`config.mk`:
```
export PLATFORM = sky130hd
export DESIGN_NAME = nibble_serial_add_ctrl
export DESIGN_NICKNAME = d
export VERILOG_FILES = /design/src/rtl/nibble_serial_add_ctrl_pkg.sv /design/src/rtl/nibble_serial_add_ctrl_cla4_slice.sv /design/src/rtl/nibble_serial_add_ctrl.sv
export SDC_FILE = /design/constraint.sdc
export NUM_CORES = 1
export LEC_CHECK = 0
export CORE_ASPECT_RATIO = 0.7
export CORE_MARGIN = 1.5
export CORE_UTILIZATION = 35
export DETAILED_ROUTE_END_ITERATION = 8
export PLACE_DENSITY = 0.56
export SYNTH_ARGS = -nofsm -noshare
export SYNTH_HDL_FRONTEND = slang
export SYNTH_SLANG_ARGS = --single-unit
```
`constraint.sdc`:
```
create_clock -name clk -period 4.1 [get_ports clk]
set_clock_uncertainty 0.1 [all_clocks]
set_input_delay 0.82 -clock clk [delete_from_list [all_inputs] [get_ports clk]]
set_output_delay 0.82 -clock clk [all_outputs]
set_load 0.005 [all_outputs]
```
`src/rtl/nibble_serial_add_ctrl_pkg.sv`:
```
// Shared types and constants for the nibble-serial adder controller.
// Holds the FSM state encoding and the width of the shared adder slice.
package nibble_serial_add_ctrl_pkg;

   localparam int SLICE_W = 4;

   typedef enum logic [1:0] {
      IDLE = 2'd0,
      RUN  = 2'd1,
      DONE = 2'd2
   } state_t;

endpackage

```
`src/rtl/nibble_serial_add_ctrl_cla4_slice.sv`:
```
// 4-bit carry-lookahead adder slice: propagate/generate terms feed
// flattened carry equations so no carry ripples through the slice.
module cla4_slice
   import nibble_serial_add_ctrl_pkg::*;
(
   input  logic [SLICE_W-1:0] a,
   input  logic [SLICE_W-1:0] b,
   input  logic               cin,
   output logic [SLICE_W-1:0] s,
   output logic               cout
);

   logic [SLICE_W-1:0] p;
   logic [SLICE_W-1:0] g;
   logic [SLICE_W-1:0] c;

   always_comb begin
      p = a ^ b;
      g = a & b;
      c[0] = g[0] | (p[0] & cin);
      c[1] = g[1] | (p[1] & g[0]) | (p[1] & p[0] & cin);
      c[2] = g[2] | (p[2] & g[1]) | (p[2] & p[1] & g[0])
           | (p[2] & p[1] & p[0] & cin);
      c[3] = g[3] | (p[3] & g[2]) | (p[3] & p[2] & g[1])
           | (p[3] & p[2] & p[1] & g[0]) | (p[3] & p[2] & p[1] & p[0] & cin);
   end

   assign s    = p ^ {c[SLICE_W-2:0], cin};
   assign cout = c[SLICE_W-1];

endmodule

```
`src/rtl/nibble_serial_add_ctrl.sv`:
```
// Serial W-bit adder/subtractor: one shared 4-bit CLA slice is walked over
// the operands LSB nibble first, with the carry chained through a flop.
module nibble_serial_add_ctrl
   import nibble_serial_add_ctrl_pkg::*;
#(
   parameter int NIBBLES = 4
) (
   input  logic                       clk,
   input  logic                       rst,
   input  logic                       in_valid,
   output logic                       in_ready,
   input  logic [SLICE_W*NIBBLES-1:0] a,
   input  logic [SLICE_W*NIBBLES-1:0] b,
   input  logic                       cin,
   input  logic                       sub,
   output logic                       out_valid,
   input  logic                       out_ready,
   output logic [SLICE_W*NIBBLES-1:0] sum,
   output logic                       cout,
   output logic                       ovf
);

   localparam int W     = SLICE_W * NIBBLES;
   localparam int IDX_W = (NIBBLES > 1) ? $clog2(NIBBLES) : 1;
   localparam logic [IDX_W-1:0] IDX_LAST = IDX_W'(NIBBLES - 1);

   state_t             state_q, state_d;
   logic [IDX_W-1:0]   idx_q, idx_d;
   logic               carry_q, carry_d;
   logic [W-1:0]       op_a_q, op_a_d;
   logic [W-1:0]       op_b_q, op_b_d;
   logic [W-1:0]       sum_q, sum_d;

   logic [SLICE_W-1:0] sl_a, sl_b, sl_s;
   logic               sl_co;

   assign sl_a = op_a_q[int'(idx_q)*SLICE_W +: SLICE_W];
   assign sl_b = op_b_q[int'(idx_q)*SLICE_W +: SLICE_W];

   cla4_slice u_slice (
      .a    (sl_a),
      .b    (sl_b),
      .cin  (carry_q),
      .s    (sl_s),
      .cout (sl_co)
   );

   always_ff @(posedge clk) begin
      if (rst) begin
         state_q <= IDLE;
         idx_q   <= '0;
         carry_q <= 1'b0;
         op_a_q  <= '0;
         op_b_q  <= '0;
         sum_q   <= '0;
      end else begin
         state_q <= state_d;
         idx_q   <= idx_d;
         carry_q <= carry_d;
         op_a_q  <= op_a_d;
         op_b_q  <= op_b_d;
         sum_q   <= sum_d;
      end
   end

   always_comb begin
      state_d = state_q;
      case (state_q)
         IDLE:    if (in_valid) state_d = RUN;
         RUN:     if (idx_q == IDX_LAST) state_d = DONE;
         DONE:    if (out_ready) state_d = IDLE;
         default: state_d = IDLE;
      endcase
   end

   // Subtraction is folded in at accept time: B is inverted and the +1
   // enters as the initial carry, so RUN only ever adds.
   always_comb begin
      idx_d   = idx_q;
      carry_d = carry_q;
      op_a_d  = op_a_q;
      op_b_d  = op_b_q;
      sum_d   = sum_q;
      if (state_q == IDLE && in_valid) begin
         op_a_d  = a;
         op_b_d  = sub ? ~b : b;
         carry_d = sub ? 1'b1 : cin;
         idx_d   = '0;
      end else if (state_q == RUN) begin
         sum_d[int'(idx_q)*SLICE_W +: SLICE_W] = sl_s;
         carry_d = sl_co;
         idx_d   = (idx_q == IDX_LAST) ? '0 : idx_q + 1'b1;
      end
   end

   always_comb begin
      in_ready  = (state_q == IDLE);
      out_valid = (state_q == DONE);
      sum       = sum_q;
      cout      = carry_q;
      ovf       = (op_a_q[W-1] == op_b_q[W-1]) && (sum_q[W-1] != op_a_q[W-1]);
   end

endmodule

```
Word level (Yosys, flattened, before mapping)
Cells that the tools add are included.
{"block": "totals", "rom_bits": 0, "latchBits": 0, "reg_bits": 53, "out_inout_bits": 20, "ram_bits": 0, "memories": 0}
{"block": "op_classes", "n_addsub": 2, "div_mod_pow": 0, "n_mul": 0, "n_bitwise": 31, "muxes": 10, "magnitude_cmp": 0, "eq_ne": 8, "shifts": 4, "n_reduce_logical": 7}
{"cell": "$neg 4->33", "count": 1}
{"cell": "$shift 4x33->16 const A", "count": 1}
{"cell": "$shiftx 4x33->16", "count": 1}
{"cell": "$shiftx 16x5->4", "count": 2}
{"cell": "$and 1x1->1", "count": 16}
{"cell": "$bwmux 16", "count": 1}
{"cell": "$mux 16", "count": 1}
{"cell": "$not 16->16", "count": 1}
{"cell": "$or 1x1->1", "count": 10}
{"cell": "$mux 2", "count": 4}
{"cell": "$xor 4x4->4", "count": 2}
{"cell": "$pmux 2 s3", "count": 1}
{"cell": "$and 4x4->4", "count": 1}
{"cell": "$eq 2x2->1 const B", "count": 2}
{"cell": "$ne 2x2->1 const B", "count": 2}
{"cell": "$mux 1", "count": 3}
{"cell": "$reduce_and 3->1", "count": 1}
{"cell": "$add 2x1->2 const B", "count": 1}
{"cell": "$eq 2x1->1 const B", "count": 1}
{"cell": "$logic_and 1x1->1", "count": 2}
{"cell": "$logic_not 2->1", "count": 1}
{"cell": "$ne 2x1->1 const B", "count": 1}
{"cell": "$reduce_and 2->1", "count": 1}
{"cell": "$reduce_bool 2->1", "count": 1}
{"cell": "other kinds (4)", "count": 4}

Longest topological paths before layout
Gate-level depths: netlist of the first run.
{"block": "depth", "depth_word": 9, "ltp_mapped": 7, "depth_no_buf": 6}

By module
From an unflattened synthesis of the first run, not the netlist that was laid out.
{"block": "unflattened", "hier_cells": 275, "hier_area_um2": 2570.0}
{"mod": "nibble_serial_add_ctrl", "cells_per_inst": 258, "instances": 1, "area_each_um2": 2422.3}
{"mod": "cla4_slice", "cells_per_inst": 17, "instances": 1, "area_each_um2": 147.6}

Least setup slack after synthesis of the first run
No wires, ideal clock.
{"block": "synth_timing", "kind": "register to register", "start": "register idx_q[0]", "end": "register carry_q, in the netlist cout", "path_stages_with_launch": 8, "arrival_ns": 2.394, "path_slack_ns": 1.487, "synth_period_minus_slack_ns": 2.613, "t_required_ns": 3.881, "cell_sequence": "dfxtp_1 > buf_2 > mux4_2 > ha_1 > a211o_2 > a31oi_4 > nor2b_1 > o221a_1"}
{"block": "synth_between", "elab_chain_cells": 9, "word_cells_on_any_way": 17, "classes_between": "2 x shift; 2 x mux; 13 x bitwise"}
{"element": "start, declared", "line_no": "nibble_serial_add_ctrl.sv:28", "text": "logic [IDX_W-1:0] idx_q, idx_d;"}
{"element": "start signal, assigned", "line_no": "nibble_serial_add_ctrl.sv:58", "text": "idx_q <= idx_d;"}
{"element": "$shiftx 16x5->4, on equally long branches", "line_no": "nibble_serial_add_ctrl.sv:37, nibble_serial_add_ctrl.sv:38"}
{"element": "$xor 4x4->4 or $and 4x4->4 (tied branches)", "line_no": "nibble_serial_add_ctrl_cla4_slice.sv:18, nibble_serial_add_ctrl_cla4_slice.sv:19"}
{"element": "$and 1x1->1, on equally long branches", "line_no": "nibble_serial_add_ctrl_cla4_slice.sv:24, nibble_serial_add_ctrl_cla4_slice.sv:25"}
{"element": "$or 1x1->1, or another cell as far along", "line_no": "nibble_serial_add_ctrl_cla4_slice.sv:24", "text": "c[3] = g[3] | (p[3] & g[2]) | (p[3] & p[2] & g[1])"}
{"element": "$or 1x1->1 or $and 1x1->1 (tied branches)", "line_no": "nibble_serial_add_ctrl_cla4_slice.sv:24, nibble_serial_add_ctrl_cla4_slice.sv:25"}
{"element": "$or 1x1->1 or $and 1x1->1 (tied branches)", "line_no": "nibble_serial_add_ctrl_cla4_slice.sv:25", "text": "| (p[3] & p[2] & p[1] & g[0]) | (p[3] & p[2] & p[1] & p[0] & cin);"}
{"element": "$or 1x1->1 (*)", "line_no": "nibble_serial_add_ctrl_cla4_slice.sv:25"}
{"element": "$mux 1 (*)", "line_no": "nibble_serial_add_ctrl.sv:89", "text": "end else if (state_q == RUN) begin"}
{"element": "$mux 1 (*)", "line_no": "nibble_serial_add_ctrl.sv:84", "text": "if (state_q == IDLE && in_valid) begin"}
{"element": "end signal, assigned", "line_no": "nibble_serial_add_ctrl.sv:59", "text": "carry_q <= carry_d;"}
{"element": "end, declared", "line_no": "nibble_serial_add_ctrl.sv:29", "text": "logic carry_q, carry_d;"}
Mark *: on every way between the ends. The rest lies on a longest branch, timed or not. The select of a mux whose other input is x is not followed.
A chain may end at the register's enable or synchronous reset.

Worst setup path after layout of the first run
{"block": "layout_timing", "start": "register idx_q[0]", "end": "register sum_q[7], in the netlist sum[7]"}
{"block": "layout_between", "elab_chain_cells": 9, "word_cells_on_any_way": 24, "classes_between": "1 x add/sub; 4 x shift; 1 x mux; 18 x bitwise"}
{"element": "$shiftx 16x5->4, on equally long branches", "line_no": "nibble_serial_add_ctrl.sv:37, nibble_serial_add_ctrl.sv:38"}
{"element": "$xor 4x4->4 or $and 4x4->4 (tied branches)", "line_no": "nibble_serial_add_ctrl_cla4_slice.sv:18, nibble_serial_add_ctrl_cla4_slice.sv:19"}
{"element": "$and 1x1->1, on equally long branches", "line_no": "nibble_serial_add_ctrl_cla4_slice.sv:22, nibble_serial_add_ctrl_cla4_slice.sv:23"}
{"element": "$or 1x1->1, or another cell as far along", "line_no": "nibble_serial_add_ctrl_cla4_slice.sv:22", "text": "c[2] = g[2] | (p[2] & g[1]) | (p[2] & p[1] & g[0])"}
{"element": "$or 1x1->1 or $and 1x1->1 (tied branches)", "line_no": "nibble_serial_add_ctrl_cla4_slice.sv:22, nibble_serial_add_ctrl_cla4_slice.sv:23"}
{"element": "$or 1x1->1", "line_no": "nibble_serial_add_ctrl_cla4_slice.sv:23", "text": "| (p[2] & p[1] & p[0] & cin);"}
{"element": "$xor 4x4->4", "line_no": "nibble_serial_add_ctrl_cla4_slice.sv:28", "text": "assign s = p ^ {c[SLICE_W-2:0], cin};"}
{"element": "$shiftx 4x33->16", "line_no": "nibble_serial_add_ctrl.sv:90", "text": "sum_d[int'(idx_q)*SLICE_W +: SLICE_W] = sl_s;"}
{"element": "$bwmux 16 (*)", "line_no": "nibble_serial_add_ctrl.sv:90"}
{"element": "end signal, assigned", "line_no": "nibble_serial_add_ctrl.sv:62", "text": "sum_q <= sum_d;"}
{"element": "end, declared", "line_no": "nibble_serial_add_ctrl.sv:32", "text": "logic [W-1:0] sum_q, sum_d;"}
Mark *: on every way between the ends. The rest lies on a longest branch, timed or not.

==> run metrics, run 1 <==
status finished, final reports clean; HP Class reg2reg; worst hold margin 0.3578 ns; first-pass GRT wire length 10010 µm; Final Max Slew Viols 0; Final ANT Viol Nets 0; P&R area growth vs syn 25.50%; PortBufs 57; Register Area 1061 µm²; row count 26; crit end category flop; ys async rst share 0%; syn avg cell area between 9 and 10 µm²; clk_lat worst skew 0.30 ns; core area 7352 µm²; gr usage total 15.54%; Post-Synth XOR/XNOR Area 6.177%; CTS tree yes; postcts setup bufs 0; sequential area share after synthesis 39.68%; Max-Cap Viols 0; layout cells sized above 1 roughly 13%; dpl hpwl 4314 µm; Die Area approximately 8200 µm²; simple logic cell fraction of the synthesized area between 10% and 20%; Worst EP required 4.15 ns; most common flop cell mapped by yosys dfxtp_1; grt ovf 0; Post-Route WL 5821 µm; Vert. Die Dim about 76 µm; crit start category flop; final instance area between 3000 and 4000 µm²; maximum vdd drop between 0.0001 and 0.00015 V; LEAKAGE 1.225 nW; Layout Utilization 45.64%; clk sinks 53; final setup violating endpoints 0; iteration count of the initial detailed-routing pass 4; f_max 0.3419 GHz; footprint of the multi-input gates between 1000 and 1500 µm²; unrepaired setup endpoints after global routing no; crit path DAT between 2 and 3 ns; # H-tree levels 2; post-synthesis mux area share 6.738%; via count 2049; hold buffer count at cts 0; clock root cell clkbuf_8; pwr dens 340.6 nW/µm²; GPL Wtd Cong about 0.75; critical path peak fanout 15; post-synthesis adder-cell area fraction 5.428%; Distinct cells, synth 44; Total Power around 1.1 mW; Setup Crit Path Kind reg2reg; worst-margin pin slew 1.118 ns; Worst-path clk slew 0.09 ns; Slew HR 25.46%; Starting Density 36.37%; Mapped Cells 272; Vias per Instance 4.914; Synth Area in Compound Gates 17.69%; largest net degree at the start of global routing 58; DRC 0; IO Count 58; largest family of logic cells by synthesized area simple AND/OR/NAND/NOR gates; syn nets 321; # fillers about 770; post_cts resized 0; Final Net Count 367; number of synthesized flops with an enable pin 0; initial antenna violation count 0; Final Hold Vio Count 0; diodes inserted 0; total CTS buffers 5; Final Critical Period 2.925 ns; YS warnings 0; chip width 107.5 µm; initial DRC count 108; fin crit share 71.33%; setup TNS 0 ns; FF+latch count, synth between 50 and 60; WL/cell roughly 14 µm; Mapped Area 2674 µm²; maximum root-to-sink buffer count 2; vias in the first global route 1972; dpl cell area 3239 µm²
stage by stage:
stage / std cells / setup slack (ns)
CTS: 417 / 1.135
global placement: 409 / 1.213
finish: 417 / 1.175
global route: 417 / 0.9594
detailed placement: 409 / 1.145
floorplan: 272 / 1.487
cells in the final DEF, fill, tap and decap left out, drive strengths merged:
master         Yosys  final
clkdlybuf4s50      0     56
dfxtp             53     53
nand2             40     40
nor2              34     34
a21oi             20     20
a211oi            17     17
xnor2             16     16
ha                10     10
a22oi              9      9
mux4               8      8
inv                7      7
clkbuf             6      7
nand3b             6      6
a32oi              4      4
nand2b             4      4
nor3               4      4
o21ai              3      3
nor2b              2      2
o31ai              2      2
xor2               2      2
and2               1      1
and2b              1      1
o21bai             1      1
a211o              1      1
or2                1      1
a31oi              1      1
o221a              1      1
nand3              1      1
a21o               1      1
nand4bb            1      1
or3                1      1
nor4               1      1
fa                 1      1
bufinv             0      1
buf               12      1
power by group:
group	leakage (nW)	total, mW	switching [mW]	internal [mW]
registers	0.434	0.568	0.0261	0.542
clock network	0.0585	0.366	0.167	0.199
logic	0.732	0.209	0.103	0.106
total	1.22	1.14	0.296	0.847
state kept, by name, summed over array words and instances, names as in the netlist:
register  cells
cout          1
idx_q         2
op_a_q       16
op_b_q       16
state_q       2
sum          16
cells in the mapped netlist (2+ instances only):
cell type  instances  area, µm²
ha_1              10      125.1
mux4_2             8      180.2
nand2_1           40      150.1
a211oi_2          10      125.1
a32oi_1            4      35.03
nand2b_1           3      18.77
o21ai_1            2      10.01
o31ai_1            2      15.01
inv_1              6      22.52
xnor2_1           16      140.1
a211oi_1           7      52.55
a21oi_1           19      95.09
nand3b_1           4      30.03
buf_6              6      67.56
nor3_1             2      10.01
dfxtp_1           53       1061
nor2_1            33      123.9
a22oi_1            9      67.56
nor2b_1            2      12.51
nand3b_4           2      40.04
buf_2              5      25.02
nor3_4             2      32.53
clkbuf_1           6      22.52
layer usage:
| metal | global-route usage [%] | wire (µm) | up-vias |
|---|---|---|---|
| li1 | - | - | 1039 |
| met1 | 23.37 | 3014 | 947 |
| met2 | 21.53 | 2408 | 51 |
| met3 | 3.678 | 298 | 12 |
| met4 | 5.263 | 99 | 0 |
| met5 | 0 | 0 | - |
worst paths after layout:
check                                from         to  slack (ns)  cells past startpoint
worst min register to register  op_a_q[2]  op_a_q[2]        0.36                      2
worst max register to register   idx_q[0]     sum[7]        1.18                      6
worst max-delay path             idx_q[0]     sum[7]        1.18                      6
worst min-delay path            op_a_q[2]  op_a_q[2]        0.36                      2
area by class of cell:
type,instances,share of cell area (%)
Timing Repair Buffer,57,16.85
Clock inverter,1,0.8949
Multi-Input combinational cell,194,43.62
Sequential cell,53,31.62
Clock buffer,7,2.573
Inverter,7,0.7830
Tap cell,98,3.654
worst max-delay path, cell delays in order (launching register included):
cell,delay (ns)
dfxtp_1,0.83
mux4_2,0.63
ha_1,0.30
a211o_2,0.37
a31oi_4,0.20
xor2_2,0.24
o31ai_1,0.10
kinds of logic after synthesis:
logic type               after synthesis
buffers and inverters                 25
AND/OR/NAND/NOR                       97
XOR/XNOR                              18
adder cells (fa/ha/maj)               11
multiplexers                           8
AO/OA/AOI/OAI                         60
flip-flops                            53
No activity file was read; power rests on OpenSTA's default activity.
==> inputs of run 2 (changes only) <==
--- a/config.mk
+++ b/config.mk
@@ -9,7 +9,7 @@
 export CORE_MARGIN = 1.5
 export CORE_UTILIZATION = 35
 export DETAILED_ROUTE_END_ITERATION = 8
-export PLACE_DENSITY = 0.56
+export PLACE_DENSITY = 0.58
 export SYNTH_ARGS = -nofsm -noshare
 export SYNTH_HDL_FRONTEND = slang
 export SYNTH_SLANG_ARGS = --single-unit
==> constraint.sdc (replaced) <==
create_clock -name clk -period 2.58 [get_ports clk]
set_clock_uncertainty 0.1 [all_clocks]
set_input_delay 0.516 -clock clk [delete_from_list [all_inputs] [get_ports clk]]
set_output_delay 0.516 -clock clk [all_outputs]
set_load 0.005 [all_outputs]
==> run metrics, run 2 (synthesis results as in run 1) <==
status finished, final reports clean; commonest cells after routing, fill and taps aside 56 x clkdlybuf4s50_1, 52 x dfxtp_1, 40 x nand2_1, 33 x nor2_1, 19 x a21oi_1; Final Critical Period 2.453 ns (-0.4713 ns); core area 7352 µm² (unchanged); first-pass GRT wire length 9804 µm (-2.0%); final setup violating endpoints 0 (unchanged); Final Net Count 376 (+2.5%); dpl hpwl 4417 µm (+2.4%); clk sinks 53 (unchanged); Die Area 8181 µm² (unchanged); total CTS buffers 5 (unchanged); Worst EP required 2.64 ns (-1.51 ns); HP Class reg2reg; most common cell after layout, fill and taps aside clkdlybuf4s50_1; PortBufs 57 (unchanged); IO Count 58 (unchanged); crit path DAT 2.52 ns (-0.46 ns); number of placed cells counting well taps 418 (+2.2%); LEAKAGE 1.262 nW (+3.0%); final instance area 3410 µm² (+1.6%); vias in the first global route 1952 (-1.0%); postcts setup bufs 0 (unchanged); GPL Wtd Cong 0.7433 (-1.2%); Vert. Die Dim 76.13 µm (unchanged); WL/cell 13.61 µm (-2.5%); critical path peak fanout 7 (-8); initial antenna violation count 0 (unchanged); clk_lat worst skew 0.30 ns (about the same); gr usage total 15.12% (-0.42 points); chip width 107.5 µm (unchanged); Post-Route WL 5784 µm (-0.64%); Starting Density 36.37% (unchanged); pwr dens 504.5 nW/µm² (+48%); initial DRC count 65 (-40%); RR Endpoint sum[7]; f_max 0.4076 GHz (+19%); row count 26 (unchanged); largest net degree at the start of global routing 49 (-16%); cells on worst reg2reg path 6 (unchanged); dpl cell area 3319 µm² (+2.5%); Worst-path clk slew 0.09 ns (about the same); hold path startpoint op_a_q[9]; layout cells sized above 1 15.29% (+2.4 points); iteration count of the initial detailed-routing pass 4 (unchanged); clock root cell clkbuf_8; unrepaired setup endpoints after global routing no; crit start category flop; maximum vdd drop 0.0002048 V (+58%); Vias per Instance 4.828 (-1.7%); Final Hold Vio Count 0 (unchanged); Worst R2R Setup Slack 0.13 ns (-1.05 ns); worst-margin pin slew 0.8026 ns (-0.3154 ns); Slew HR 46.49% (+21 points); grt ovf 0 (unchanged); CTS tree yes; hold-critical path endpoint op_a_q[9]; r2r startpoint idx_q[0]; P&R area growth vs syn 27.52%; maximum root-to-sink buffer count 2 (unchanged); diodes inserted 0 (unchanged); Final Non-Filler Cells 425 (+1.9%); worst hold stages 2 (unchanged); Setup Crit Path Kind reg2reg; fin crit share 95.09% (+24 points); Final ANT Viol Nets 0 (unchanged); via count 2052 (+0.15%); # H-tree levels 2 (unchanged); Total Power 1.720 mW (+51%); Final Max Slew Viols 0 (unchanged); crit end category flop; Max-Cap Viols 0 (unchanged); DRC 0 (unchanged)
## run 2: changes by cell type in the layout (fill, tap and decap cells not counted)
| cell | delta |
|---|---|
| dfxtp_4 | +1 |
| dfxtp_1 | -1 |
| bufinv_16 | -1 |
| buf_12 | +1 |
| buf_4 | +8 |
## run 2: repair_timing
item	4_1_cts	5_1_grt
resized for setup	1	1
hold buffers	0	0
endpoints found under the setup margin	5	2
## run 2: area by class of cell
class                           instances  area [µm²]
Fill cell                             743        3943
Multi-Input combinational cell        194        1464
Sequential cell                        53        1065
Timing Repair Buffer                   66       645.6
Tap cell                               98       122.6
Clock buffer                            7       86.33
Inverter                                7       26.28
## run 2: power breakdown
group / internal (mW) / switching, mW / total, mW
logic: 0.183 / 0.174 / 0.356
clock network: 0.214 / 0.254 / 0.468
registers: 0.861 / 0.0349 / 0.896
## run 2: worst max-delay path by stage
stage,startpoint,to,slack [ns],cells past startpoint
after global placement,idx_q[0],sum[15],-0.006,6
after floorplan,idx_q[0],cout,0.05,7
after global routing,idx_q[0],sum[7],0.03,6
after detailed placement,idx_q[0],sum[7],-0.05,6
after CTS,idx_q[0],sum[7],0.08,6
final,idx_q[0],sum[7],0.13,6
## run 2: worst max-delay path, cell delays in order, from the launching register on
cell and delay (ns):
dfxtp_4 0.42, mux4_2 0.55, ha_1 0.31, a211o_2 0.37, a31oi_4 0.20, xor2_2 0.26, o31ai_1 0.11
## run 2: layer usage
metal | wire length (µm) | up-vias | part of all wire (%) | track usage [%]
met3 | 280 | 4 | 4.8 | 4.106
met2 | 2370 | 44 | 41 | 21.08
met1 | 3101 | 951 | 54 | 23.10
li1 | - | 1053 | - | -
met5 | 0 | - | 0 | 0
met4 | 31 | 0 | 0.54 | 3.158
## run 2: metrics by stage
stage | worst slack [ns] | hold slack (ns) | TNS [ns] | util (%)
2_1_floorplan | 0.04843 | 0.3331 | 0 | -
6_report | 0.1268 | 0.3609 | 0 | 46.38
3_3_place_gp | -0.006141 | 0.3443 | -0.01226 | 45.15
4_1_cts | 0.07699 | 0.3577 | 0 | 46.34
3_5_place_dp | -0.04765 | 0.3452 | -0.1501 | 45.15
5_1_grt | 0.03004 | 0.3873 | 0 | 46.38
